`config.mk`:
```
export PLATFORM = sky130hd
export DESIGN_NAME = uart_word_link
export DESIGN_NICKNAME = d
export VERILOG_FILES = /design/src/rtl/uart_word_link.sv
export SDC_FILE = /design/constraint.sdc
export NUM_CORES = 1
export LEC_CHECK = 0
export ABC_AREA = 1
export BUFFER_PORTS_ARGS = -buffer_cell sky130_fd_sc_hd__buf_2
export CORE_ASPECT_RATIO = 1.4
export CORE_UTILIZATION = 48
export CTS_BUF_LIST = sky130_fd_sc_hd__clkbuf_8
export CTS_CLUSTER_SIZE = 40
export DETAILED_ROUTE_END_ITERATION = 8
export GPL_TIMING_DRIVEN = 0
export MAX_ROUTING_LAYER = met4
export PLACE_DENSITY = 0.66
export SLEW_MARGIN = 30
export SYNTH_ARGS = -nofsm -noshare
export SYNTH_HDL_FRONTEND = slang
export SYNTH_SLANG_ARGS = --single-unit
```
`constraint.sdc`:
```
create_clock -name clk -period 3.32 [get_ports clk]
set_input_delay 0.664 -clock clk [delete_from_list [all_inputs] [get_ports clk]]
set_output_delay 0.664 -clock clk [all_outputs]
set_load 0.02 [all_outputs]
```
`src/rtl/uart_word_link.sv`:
```
// uart_word_link: packs UART bytes into words (RX FIFO) and splits words into bytes (TX FIFO + serializer).
// Ports: clk/rstb, rx_byte*, tx_byte*, word_in*, word_out*, tx_busy, rx_overflow, rx_timeout, err_clr, last_byte.
module uart_word_link #(
  parameter int WORD_BYTES   = 2,
  parameter int FIFO_DEPTH   = 4,
  parameter int TIMEOUT_CLKS = 8680,
  parameter int MSB_FIRST    = 1
) (
  input  logic                    clk,
  input  logic                    rstb,
  input  logic [7:0]              rx_byte,
  input  logic                    rx_byte_valid,
  output logic [7:0]              tx_byte,
  output logic                    tx_byte_valid,
  input  logic                    tx_byte_done,
  input  logic [8*WORD_BYTES-1:0] word_in,
  input  logic                    word_in_valid,
  output logic                    word_in_ready,
  output logic [8*WORD_BYTES-1:0] word_out,
  output logic                    word_out_valid,
  input  logic                    word_out_ready,
  output logic                    tx_busy,
  output logic                    rx_overflow,
  output logic                    rx_timeout,
  input  logic                    err_clr,
  output logic [7:0]              last_byte
);

  localparam int W  = 8 * WORD_BYTES;
  localparam int BW = (WORD_BYTES > 1) ? $clog2(WORD_BYTES) : 1;
  localparam int AW = $clog2(FIFO_DEPTH);
  localparam int CW = AW + 1;
  localparam int TW = $clog2(TIMEOUT_CLKS + 1);

  localparam logic [BW-1:0] LAST     = BW'(WORD_BYTES - 1);
  localparam logic [CW-1:0] FULL     = CW'(FIFO_DEPTH);
  localparam logic [TW-1:0] TMO_LAST = TW'(TIMEOUT_CLKS - 1);

  // Wire position of byte number idx inside a word.
  function automatic logic [BW-1:0] slot(input logic [BW-1:0] idx);
    return (MSB_FIRST != 0) ? LAST - idx : idx;
  endfunction

  function automatic logic [7:0] get_byte(
    input logic [W-1:0]  w,
    input logic [BW-1:0] idx
  );
    return w[int'(slot(idx))*8 +: 8];
  endfunction

  // ---------------- RX assembler ----------------
  logic [BW-1:0] r_cnt;
  logic [BW-1:0] w_cnt_eff;
  logic [BW-1:0] w_slot;
  logic [W-1:0]  r_acc;
  logic [W-1:0]  w_acc_nxt;
  logic [TW-1:0] r_tmo;
  logic          w_tmo_fire;
  logic          w_word_done;

  assign w_tmo_fire  = (r_cnt != '0) && (r_tmo == TMO_LAST);
  // A byte arriving as the timeout fires starts a fresh word.
  assign w_cnt_eff   = w_tmo_fire ? '0 : r_cnt;
  assign w_slot      = slot(w_cnt_eff);
  assign w_word_done = rx_byte_valid && (w_cnt_eff == LAST);

  always_comb begin
    w_acc_nxt = (w_cnt_eff == '0) ? '0 : r_acc;
    w_acc_nxt[int'(w_slot)*8 +: 8] = rx_byte;
  end

  always_ff @(posedge clk or negedge rstb) begin
    if (!rstb) begin
      r_cnt <= '0;
      r_acc <= '0;
      r_tmo <= '0;
    end else if (rx_byte_valid) begin
      r_acc <= w_acc_nxt;
      r_cnt <= w_word_done ? '0 : w_cnt_eff + 1'b1;
      r_tmo <= '0;
    end else if (w_tmo_fire) begin
      r_cnt <= '0;
      r_acc <= '0;
      r_tmo <= '0;
    end else if (r_cnt != '0) begin
      r_tmo <= r_tmo + 1'b1;
    end
  end

  // ---------------- RX FIFO ----------------
  logic [W-1:0]  r_rx_mem [FIFO_DEPTH];
  logic [AW-1:0] r_rx_wp;
  logic [AW-1:0] r_rx_rp;
  logic [CW-1:0] r_rx_n;
  logic          w_rx_pop;
  logic          w_rx_push;
  logic          w_rx_drop;
  logic          w_rx_full;

  assign w_rx_full = (r_rx_n == FULL);
  assign w_rx_pop  = word_out_valid && word_out_ready;
  // A pop in the same cycle frees the slot, so a full FIFO still accepts.
  assign w_rx_push = w_word_done && (!w_rx_full || w_rx_pop);
  assign w_rx_drop = w_word_done && w_rx_full && !w_rx_pop;

  always_ff @(posedge clk) begin
    if (w_rx_push) r_rx_mem[r_rx_wp] <= w_acc_nxt;
  end

  always_ff @(posedge clk or negedge rstb) begin
    if (!rstb) begin
      r_rx_wp <= '0;
      r_rx_rp <= '0;
      r_rx_n  <= '0;
    end else begin
      if (w_rx_push) r_rx_wp <= r_rx_wp + 1'b1;
      if (w_rx_pop)  r_rx_rp <= r_rx_rp + 1'b1;
      if (w_rx_push && !w_rx_pop)      r_rx_n <= r_rx_n + 1'b1;
      else if (!w_rx_push && w_rx_pop) r_rx_n <= r_rx_n - 1'b1;
    end
  end

  assign word_out_valid = (r_rx_n != '0);
  assign word_out       = word_out_valid ? r_rx_mem[r_rx_rp] : '0;

  // ---------------- status ----------------
  logic       r_ovf;
  logic       r_tmo_flag;
  logic [7:0] r_last;

  always_ff @(posedge clk or negedge rstb) begin
    if (!rstb) begin
      r_ovf      <= 1'b0;
      r_tmo_flag <= 1'b0;
      r_last     <= 8'haa;
    end else begin
      // New error events take priority over err_clr.
      if (w_rx_drop)    r_ovf <= 1'b1;
      else if (err_clr) r_ovf <= 1'b0;
      if (w_tmo_fire)   r_tmo_flag <= 1'b1;
      else if (err_clr) r_tmo_flag <= 1'b0;
      if (rx_byte_valid) r_last <= rx_byte;
    end
  end

  assign rx_overflow = r_ovf;
  assign rx_timeout  = r_tmo_flag;
  assign last_byte   = r_last;

  // ---------------- TX FIFO ----------------
  logic [W-1:0]  r_tx_mem [FIFO_DEPTH];
  logic [AW-1:0] r_tx_wp;
  logic [AW-1:0] r_tx_rp;
  logic [CW-1:0] r_tx_n;
  logic          r_live;
  logic          w_tx_push;
  logic          w_tx_pop;
  logic [W-1:0]  w_tx_head;

  // r_live keeps word_in_ready low until the first clock after reset.
  assign word_in_ready = r_live && (r_tx_n != FULL);
  assign w_tx_push     = word_in_valid && word_in_ready;
  assign w_tx_head     = r_tx_mem[r_tx_rp];

  always_ff @(posedge clk) begin
    if (w_tx_push) r_tx_mem[r_tx_wp] <= word_in;
  end

  always_ff @(posedge clk or negedge rstb) begin
    if (!rstb) begin
      r_live  <= 1'b0;
      r_tx_wp <= '0;
      r_tx_rp <= '0;
      r_tx_n  <= '0;
    end else begin
      r_live <= 1'b1;
      if (w_tx_push) r_tx_wp <= r_tx_wp + 1'b1;
      if (w_tx_pop)  r_tx_rp <= r_tx_rp + 1'b1;
      if (w_tx_push && !w_tx_pop)      r_tx_n <= r_tx_n + 1'b1;
      else if (!w_tx_push && w_tx_pop) r_tx_n <= r_tx_n - 1'b1;
    end
  end

  // ---------------- serializer ----------------
  typedef enum logic [1:0] {
    S_IDLE,
    S_SEND,
    S_WAIT
  } state_t;

  state_t        r_state;
  state_t        w_state_nxt;
  logic          w_load_next;
  logic [W-1:0]  r_tx_word;
  logic [BW-1:0] r_bidx;
  logic [BW-1:0] w_bidx_nxt;
  logic [7:0]    r_tx_byte;

  assign w_bidx_nxt = r_bidx + 1'b1;

  always_ff @(posedge clk or negedge rstb) begin
    if (!rstb) r_state <= S_IDLE;
    else       r_state <= w_state_nxt;
  end

  always_comb begin
    w_state_nxt = r_state;
    w_tx_pop    = 1'b0;
    w_load_next = 1'b0;
    unique case (r_state)
      S_IDLE: begin
        if (r_tx_n != '0) begin
          w_state_nxt = S_SEND;
          w_tx_pop    = 1'b1;
        end
      end
      S_SEND: w_state_nxt = S_WAIT;
      S_WAIT: begin
        if (tx_byte_done) begin
          if (r_bidx == LAST) begin
            w_state_nxt = S_IDLE;
          end else begin
            w_state_nxt = S_SEND;
            w_load_next = 1'b1;
          end
        end
      end
      default: w_state_nxt = S_IDLE;
    endcase
  end

  // tx_byte only changes when entering SEND, so it is stable through WAIT.
  always_ff @(posedge clk or negedge rstb) begin
    if (!rstb) begin
      r_tx_word <= '0;
      r_bidx    <= '0;
      r_tx_byte <= '0;
    end else if (w_tx_pop) begin
      r_tx_word <= w_tx_head;
      r_bidx    <= '0;
      r_tx_byte <= get_byte(w_tx_head, '0);
    end else if (w_load_next) begin
      r_bidx    <= w_bidx_nxt;
      r_tx_byte <= get_byte(r_tx_word, w_bidx_nxt);
    end
  end

  assign tx_byte       = r_tx_byte;
  assign tx_byte_valid = (r_state == S_SEND);
  assign tx_busy       = (r_state != S_IDLE) || (r_tx_n != '0);

endmodule

```
Word level (Yosys, flattened, before mapping)

Memory sizes are Yosys's and may differ from the RTL's.
Index checks and enable logic that the tools add are counted.
Widths: inputs -> output; s select.

Latch bits: 0
ROM bits: 0
Bits in writable memories: 128
Bits of input ports: 31
Memories kept: 2
Bits in registers: 83
Word-level logic and storage cells: 109
Output and inout port bits: 38

Memory list:

| memory   | words | bits a word | rd ports | clocked after memory_dff | wr ports | RTL line | source |
|---|---|---|---|---|---|---|---|
| r_rx_mem | 4     | 16          | 1        | 0                        | 1        | 91       | `logic [W-1:0] r_rx_mem [FIFO_DEPTH];` |
| r_tx_mem | 4     | 16          | 1        | 0                        | 1        | 151      | `logic [W-1:0] r_tx_mem [FIFO_DEPTH];` |

Bitwise gates (word level): 0
Reduce and logical (&&, ||, !) cells: 31
Div/mod/pow operators: 0
Shift-type cells: 3
Order comparisons: 0
Multiply operators: 0
Eq/ne operators: 7
Multiplexer cells: 35
Add/subtract/negate cells: 14

Operators with widths:

| cell                    | count |
|---|---|
| $mux 16                 | 4 |
| $mux 14                 | 3 |
| $neg 4->33              | 1 |
| $shift 8x33->16 const A | 1 |
| $shiftx 8x33->16        | 1 |
| $mux 1                  | 18 |
| $bwmux 16               | 1 |
| $mux 8                  | 2 |
| $shiftx 16x5->8         | 1 |
| $add 14x1->14 const B   | 1 |
| $eq 14x14->1 const B    | 1 |
| $reduce_bool 2->1       | 7 |
| $logic_and 1x1->1       | 12 |
| $mux 3                  | 4 |
| $reduce_bool 3->1       | 3 |
| $add 2x1->2 const B     | 4 |
| $add 3x1->3 const B     | 2 |
| $pmux 2 s3              | 1 |
| $sub 3x1->3 const B     | 2 |
| $logic_not 1->1         | 5 |
| $mux 2                  | 2 |
| $ne 2x2->1 const B      | 2 |
| $eq 3x3->1 const B      | 1 |
| $ne 3x3->1 const B      | 1 |
| 7 further kinds         | 10 |

Logic depth before layout (Yosys ltp)

Gate-level depths: netlist of the first run.

Word-level depth: 9
Gate-level depth with buffers: 19
Gate-level depth less buffers: 18

Worst setup path before layout of the first run

No wires, ideal clock.

Path kind: register -> register
Start point: register r_tmo[0]
End point: register r_rx_n[1]
Path buffers: 1
Setup slack: 0.705 ns
Library setup time: 0.125 ns
Clock period less this slack: 2.615 ns
Data arrival time: 2.491 ns
Data required time: 3.195 ns
Stages on the path, launching flop included: 17
Cell sequence: dfrtp_1 ha_1 nand2_1 inv_1 nand2_1 nor2_2 nand2_4 nand2_4 buf_8 inv_2 ha_1 nand2_1 inv_1 ha_1 inv_1 fa_1 mux2_2

Word-level cells in the longest chain between the ends: 8
Elaborated cells between the ends (all ways): 10
Classes of those cells: eq/ne: 1; mux: 2; reduce/logical: 7

Ends and longest elaborated chain:

| item                        | RTL line | source |
|---|---|---|
| start, declared             | 57       | `logic [TW-1:0] r_tmo;` |
| start signal, assigned      | 86       | `r_tmo <= r_tmo + 1'b1;` |
| $eq 14x14->1 *              | 61       | `assign w_tmo_fire = (r_cnt != '0) && (r_tmo == TMO_LAST);` |
| $logic_and 1x1->1 *         | 61       |  |
| $mux 1 *                    | n/a      |  |
| $logic_and 1x1->1 *         | 65       | `assign w_word_done = rx_byte_valid && (w_cnt_eff == LAST);` |
| $logic_and 1x1->1 *         | 103      | `assign w_rx_push = w_word_done && (!w_rx_full \|\| w_rx_pop);` |
| named net w_rx_push         | 96       | `logic w_rx_push;` |
| $logic_not 1->1             | 119      | `else if (!w_rx_push && w_rx_pop) r_rx_n <= r_rx_n - 1'b1;` |
| $logic_and 1x1->1           | 119      |  |
| $reduce_bool 2->1 (no line) | n/a      |  |
| end signal, assigned        | 118      | `if (w_rx_push && !w_rx_pop) r_rx_n <= r_rx_n + 1'b1;` |
| end signal, assigned        | 119      |  |
| end, declared               | 94       | `logic [CW-1:0] r_rx_n;` |

Mark *: on every way through the listed nets, which the timed path passes. The rest lies on a longest branch.
A chain may end at the register's enable or synchronous reset.

Final worst setup path of the first run

Start point: register r_rx_n[2]
End point: output port word_out[11]

Word-level cells in the longest chain between the ends: 2

Ends and longest elaborated chain:

| item              | RTL line | source |
|---|---|---|
| $reduce_bool 3->1 | 123      | `assign word_out_valid = (r_rx_n != '0);` |
| $mux 16           | 124      | `assign word_out = word_out_valid ? r_rx_mem[r_rx_rp] : '0;` |
| end, declared     | 19       | `output logic [8*WORD_BYTES-1:0] word_out,` |

No other way between the ends.

==> summary.md, run 1 <==
| Metric | Value |
|---|---|
| Status | finished, final reports clean |
| Post-cts sizing count | 0 |
| Synthesized flop and latch total | around 200 |
| DRC Markers | 0 |
| RSZ-0062 raised after global routing | false |
| CTS tree | built |
| PwrDens | 874.5 mW/mm^2 |
| Maximum vdd drop | 0.4632 mV |
| Slowest stage delay, CP | about 0.57 ns |
| Worst Skew | 0.01853 ns |
| Register area | 0.005725 mm^2 |
| Net Count, Synth | 897 |
| Global placement routability congestion | 0.8513 |
| Share of the synthesized area in the top cell type | 0.4393 |
| Top cells by area, synth | edfxtp_1 (44%), dfrtp_1 (20%), nor2_1 (7.3%) |
| Worst hold slack | 0.06067 ns |
| Rows | 58 |
| WS Path Type | reg -> out |
| Count of final setup violators | 0 |
| Post-CTS Hold Buffers | 0 |
| Switching share of total power | 0.3817 |
| GR Overflow Total | 0 |
| Crit end category | primary output |
| Slew Limit Fails | 0 |
| Syn_area_per_cell | approximately 10 um^2 |
| Pint | roughly 5.5 mW |
| CTS Sinks | 203 |
| Power, Total | 8.837 mW |
| Post-synthesis cell type count | 36 |
| Nets | 1005 |
| Post-synthesis sequential area ratio | 0.6544 |
| Place WS | 0.3232 ns |
| Max clock buf depth | 3 |
| Setup Fix Bufs, Post-CTS | 0 |
| Port Buffer Count | 68 |
| Worst-path maximum fanout | 10 |
| Share of cells above drive strength 1 | 0.1719 |
| Switching power | 3.373 mW |
| Comb pwr share | 0.376 |
| Clk pwr share | 0.216 |
| 1st-iter DRT viols | about 440 |
| WL per Instance | 14.91 um |
| IO Pins | 69 |
| Routed Wire Length | 18240 um |
| Skew-Pair Late Insertion Delay | 0.55 ns |
| Worst r2r path cells | 16 |
| Yosys warns | 0 |
| Final hold violations | 0 |
| Post-DP HPWL | about 13000 um |
| CTS Buf Count | 29 |
| Cells after synthesis | about 850 |
| TNS Setup | 0 ns |
| Number of global-route vias before repair | roughly 5900 |
| First-pass iteration count of the detailed router | 7 |
| Die area | 0.01878 mm^2 |
| First-pass GRT wire length | 28140 um |
| Worst Hold Class | in -> async |
| Core box area | 0.01792 mm^2 |
| Synth Cell Area | 0.008750 mm^2 |
| Vias post-DR | 6039 |
| Critical Path, Cell by Cell | nor3_2 -> clkbuf_1 -> a21oi_1 -> buf_2 |
| Final ANT Viol Nets | 0 |
| Worst r2r src | r_tmo[0] |
| H-tree Lvls | 1 |
| Critical Path Start Type | flip-flop |
| DP Cell Count | about 1200 |
| Synth area leader | edfxtp_1 |
| Worst EP arrival | approximately 2.4 ns |
| FF-to-FF End | r_rx_n[1] |
| Slew headroom | 0.5638 |
| Filler instances | 1551 |
| CTS clock-pin slew for the worst setup and hold paths | 0.06 ns |
| GR Util All Layers | 0.2028 |
| Maxcap violations | 0 |
| Period utilisation layout | 0.9077 |
| Fmax | 331.8 MHz |
| Sequential share of power | 0.408 |
| Leakage | between 4 and 5 nW |
| Initial Utilization | 0.4881 |
| Die W | about 120 um |
| Non-Filler Instances | between 1000 and 1500 |
| Initial antenna violation count | 0 |
| Largest net degree at the start of global routing | 44 |
| Worst setup margin | about 0.31 ns |
| Worst reg2reg setup slack | just over 0.3 ns |
| Worst-Margin Slew | approximately 0.65 ns |
| Layout area overhead | 15.50% |
| Antenna Cells | 0 |
| Multi-input logic area | between 0.002 and 0.003 mm^2 |
| Chip Height | 161.8 um |
| Routed vias/inst | roughly 4.9 |
| Root Buffer | clkbuf_8 |
| Minimum clock period | 3.014 ns |
| CP max stage cell | nor3_2 |
| CP Data Required Time | 2.66 ns |
==> per-stage QoR <==
stage,utilization,area [um^2]
floorplan,-,8750
global placement,0.5239,9390
detailed placement,0.5317,9530
CTS,0.5638,10110
global route,0.5638,10110
finish,0.5638,10110
==> area by class of cell <==
type                    count  share of cell area
plain buffers              38             0.01795
clock buffers              31             0.04222
clock inverters            23             0.01473
inverters                  76             0.02823
multi-input cells         535              0.2550
flip-flops and latches    203              0.5665
well taps                 240             0.02971
repair buffers             77             0.04556
==> critical path: cells and delay by family, from the launching register on <==
kind,cells,cell delay [ns]
buffers and inverters,2,0.70
AO/OA/AOI/OAI,1,0.10
AND/OR/NAND/NOR,1,0.57
flip-flops,1,0.41
==> flip-flops by register name, indices dropped and copies added (netlist names), 3 cells and up <==
name and count:
r_tx_n 3, last_byte 8, r_rx_n 3, r_acc 8, r_rx_mem 64, r_tx_word 16
r_tmo 14, tx_byte 8, r_tx_mem 64
==> cells by family (layout without fill, tap and decap cells) <==
logic type	Yosys count	in the layout	share of synthesized area
AO/OA/AOI/OAI	144	144	0.08394
XOR/XNOR	11	11	0.01101
adder cells (fa/ha/maj)	14	14	0.02174
buffers and inverters	114	245	0.05334
flip-flops	203	203	0.6544
multiplexers	1	1	0.001287
other	1	1	0.0004286
AND/OR/NAND/NOR	364	364	0.1739
==> synth_stat cells <==
cell and number:
clkbuf_2 1, nor2_1 169, xnor2_1 3, o21ai_0 111
a21boi_0 1, nor3_1 6, and2_4 3, o22ai_1 1
nand3_1 40, nand4_1 6, nor3_2 2, a31oi_1 2
and2_1 5, buf_4 1, mux2_2 1, inv_1 73
dfstp_2 4, buf_1 2, nand3b_1 2, edfxtp_1 128
xor2_1 8, buf_8 1, a21oi_1 27, conb_1 1
dfrtp_1 71, nand2_1 121, inv_2 3, buf_2 18
clkbuf_1 15, nor2_2 5, fa_1 2, nand2_4 2
o21ai_1 1, o31ai_2 1, ha_1 12, nand2_2 3
==> power groups by stage <==
stage / logic [mW] / registers [mW] / clock network (mW)
after floorplan: 2.23 / 3.67 / 0
after CTS: 3.35 / 3.61 / 1.95
final: 3.32 / 3.61 / 1.91
after global placement: 3.22 / 3.65 / 0
after global routing: 3.74 / 3.66 / 2.05
after detailed placement: 3.34 / 3.65 / 0
==> per-layer routing <==
metal  track usage  vias to the layer above  share of wire
met2        0.3823                      168           0.54
met1        0.1948                     2785           0.37
met4        0.1113                        0          0.046
li1              -                     3034              -
met5             -                        -              0
met3       0.02575                       52          0.042
==> worst max path at each step <==
stage	to	depth (start not counted)	startpoint	slack, ns
floorplan	r_rx_n[1]	16	r_tmo[0]	0.70
global placement	r_rx_mem[1][9]	12	r_tmo[0]	-0.02
detailed placement	r_rx_n[1]	16	r_tmo[0]	0.32
CTS	word_out[8]	4	r_rx_n[1]	0.25
global route	word_out[5]	4	r_rx_n[2]	0.13
finish	word_out[11]	4	r_rx_n[2]	0.31
==> cells in the final DEF, fill, tap and decap left out, types with 27 or more instances in the layout <==
master	synthesis	routed
o21ai_0	111	111
nor2_1	169	161
inv_1	73	82
edfxtp_1	128	128
nand3_1	40	40
a21oi_1	27	27
nand2_1	121	121
dfrtp_1	71	71
buf_2	18	85
clkbuf_8	0	31
No activity file was read; power rests on OpenSTA's default activity.
==> run 2: changes to the inputs <==
--- a/config.mk
+++ b/config.mk
@@ -8,13 +8,13 @@
 export ABC_AREA = 1
 export BUFFER_PORTS_ARGS = -buffer_cell sky130_fd_sc_hd__buf_2
 export CORE_ASPECT_RATIO = 1.4
-export CORE_UTILIZATION = 48
+export CORE_UTILIZATION = 50
 export CTS_BUF_LIST = sky130_fd_sc_hd__clkbuf_8
 export CTS_CLUSTER_SIZE = 40
 export DETAILED_ROUTE_END_ITERATION = 8
 export GPL_TIMING_DRIVEN = 0
 export MAX_ROUTING_LAYER = met4
-export PLACE_DENSITY = 0.66
+export PLACE_DENSITY = 0.68
 export SLEW_MARGIN = 30
 export SYNTH_ARGS = -nofsm -noshare
 export SYNTH_HDL_FRONTEND = slang
==> constraint.sdc (replaced) <==
create_clock -name clk -period 3.32 [get_ports clk]
set_input_delay 0.166 -clock clk [delete_from_list [all_inputs] [get_ports clk]]
set_output_delay 0.166 -clock clk [all_outputs]
set_load 0.02 [all_outputs]
==> run 2 against run 1 <==
Against the previous run:
- clock-buffer cell count grew 9
- non-clock buffer count grew 30
- combinational power is essentially flat
- clock skew shrank 0.0046 ns
- sequential cell count is the same
- critical endpoint is now r_rx_n[1]
- largest power group unchanged
==> summary.md, run 2 (synthesis gave the netlist of run 1 again) <==
| Metric | Value |
|---|---|
| Slowest stage delay, CP | 0.41 ns |
| Status | finished, final reports clean |
| RSZ-0062 raised after global routing | false |
| First-pass iteration count of the detailed router | 5 |
| Crit path buf inv count | 5 |
| Fmax | roughly 330 MHz |
| Crit end category | flip-flop |
| Skew-Pair Late Insertion Delay | around 0.57 ns |
| Worst Hold Class | in -> async |
| Rows | 56 |
| GR Util All Layers | 0.2235 |
| Worst Skew | 0.01396 ns |
| Commonest non-fill, non-tap cells in the layout | nor2_1 (161), edfxtp_1 (128), nand2_1 (121) |
| Initial Utilization | 0.5160 |
| Slew headroom | 0.5136 |
| Biggest regs | r_rx_mem (64), r_tx_mem (64), r_tx_word (16) |
| Core box area | 0.01696 mm^2 |
| Root Buffer | clkbuf_8 |
| GR Overflow Total | 0 |
| Antenna Cells | 0 |
| Worst-Margin Slew | 0.7296 ns |
| Final hold violations | 0 |
| Minimum clock period | 3.032 ns |
| Initial antenna violation count | 0 |
| TNS Setup | 0 ns |
| Port Buffer Count | about 70 |
| H-tree Lvls | 1 |
| Maxcap violations | 0 |
| Maximum vdd drop | 0.5175 mV |
| Worst hold slack | 0.06169 ns |
| Routed vias/inst | approximately 5.0 |
| Vias post-DR | 6264 |
| Max clock buf depth | 3 |
| Worst-path maximum fanout | 9 |
| CTS Buf Count | 31 |
| CP top delay family | adder cells |
| WS Path Type | reg -> reg |
| CTS Sinks | just over 200 |
| Period utilisation layout | 0.9134 |
| First-pass GRT wire length | 30160 um |
| CP max stage cell | dfrtp_1 |
| Critical Path, Cell by Cell | ha_1 -> nand2_1 -> inv_1 -> nand2_1 -> nor2_2 -> nand2_4 -> nand2_4 -> buf_8 -> inv_2 -> ha_1 -> nand2_1 -> inv_1 -> ha_1 -> inv_1 -> fa_1 -> mux2_2 |
| Count of final setup violators | 0 |
| Setup Fix Bufs, Post-CTS | 0 |
| Commonest non-fill, non-tap cell in the layout | nor2_1 |
| CP Data Required Time | 3.78 ns |
| Post-DP HPWL | 12960 um |
| Routed Wire Length | 18680 um |
| WL per Instance | between 10 and 15 um |
| Nets | 1037 |
| Worst reg2reg setup slack | 0.29 ns |
| PwrDens | 876.1 mW/mm^2 |
| IO Pins | 69 |
| DRC Markers | 0 |
| Slew Limit Fails | 0 |
| CTS clock-pin slew for the worst setup and hold paths | 0.06 ns |
| Share of cells above drive strength 1 | 0.1760 |
| Worst EP arrival | 3.49 ns |
| Die W | 113.8 um |
| 1st-iter DRT viols | around 300 |
| Post-cts sizing count | 0 |
| Chip Height | ~160 um |
| Number of global-route vias before repair | just over 6000 |
| Largest net degree at the start of global routing | 50 |
| CTS tree | built |
| Die area | approximately 0.018 mm^2 |
| Leakage | around 4.5 nW |
| Global placement routability congestion | 0.8363 |
| Post-layout util | 0.6213 |
| Layout area overhead | 20.41% |
| Critical Path Start Type | flip-flop |
| Final ANT Viol Nets | 0 |
[run 2: changes by cell type in the layout (fill, tap and decap cells not counted), sizes merged]
| cell | delta |
|---|---|
| bufinv | +1 |
| clkinvlp | -1 |
| clkinv | -5 |
| clkbuf | +9 |
| dlygate4sd3 | +30 |
[run 2: worst paths after layout]
path | depth (start not counted) | start | end
max in group asynchronous | 3 | rstb | last_byte[3]
worst min register to register | 2 | last_byte[1] | last_byte[1]
min in group clk | 3 | word_in_valid | r_tx_wp[0]
worst max register to register | 16 | r_tmo[0] | r_rx_n[1]
worst min-delay path | 2 | rstb | r_live
worst max-delay path | 16 | r_tmo[0] | r_rx_n[1]
[run 2: timing repair]
| action | in CTS | in global routing |
|---|---|---|
| setup endpoints to repair | 0 | 0 |
| endpoints found under the hold margin | 158 | 0 |
| hold buffers | 30 | 0 |
[run 2: per-stage QoR]
step                      total power [mW]  std cells  worst slack [ns]  instance area, um^2
final                                9.230       1249            0.2876                10540
after global placement               6.856       1152           0.05314                 9380
after floorplan                      5.903        852            0.7046                 8750
after global routing                 9.854       1249           0.02406                10540
after CTS                            9.311       1249            0.2810                10540
after detailed placement             6.987       1161            0.3266                 9524
[run 2: layout make-up]
type	count	area (um^2)
Clock buffer	40	550.5
Fill cell	1440	6421
Clock inverter	18	160.2
Timing Repair Buffer	107	764.5
Tap cell	232	290.3
Multi-Input combinational cell	535	2577
Buffer	38	181.4
Sequential cell	203	5725
Inverter	76	285.3
[run 2: metal layers]
metal / vias up / global-route usage / wire length, um
met5: - / - / 0
met4: 0 / 0.1082 / 805
met3: 65 / 0.02703 / 749
met2: 188 / 0.4199 / 10150
met1: 2904 / 0.2304 / 6969
li1: 3107 / - / -
[run 2: report_power, final]
group          total [mW]  internal [mW]  switching (mW)
sequential           3.61           3.36           0.251
clock                2.28           1.32           0.957
combinational        3.35           1.12            2.23
total                9.23           5.79            3.44
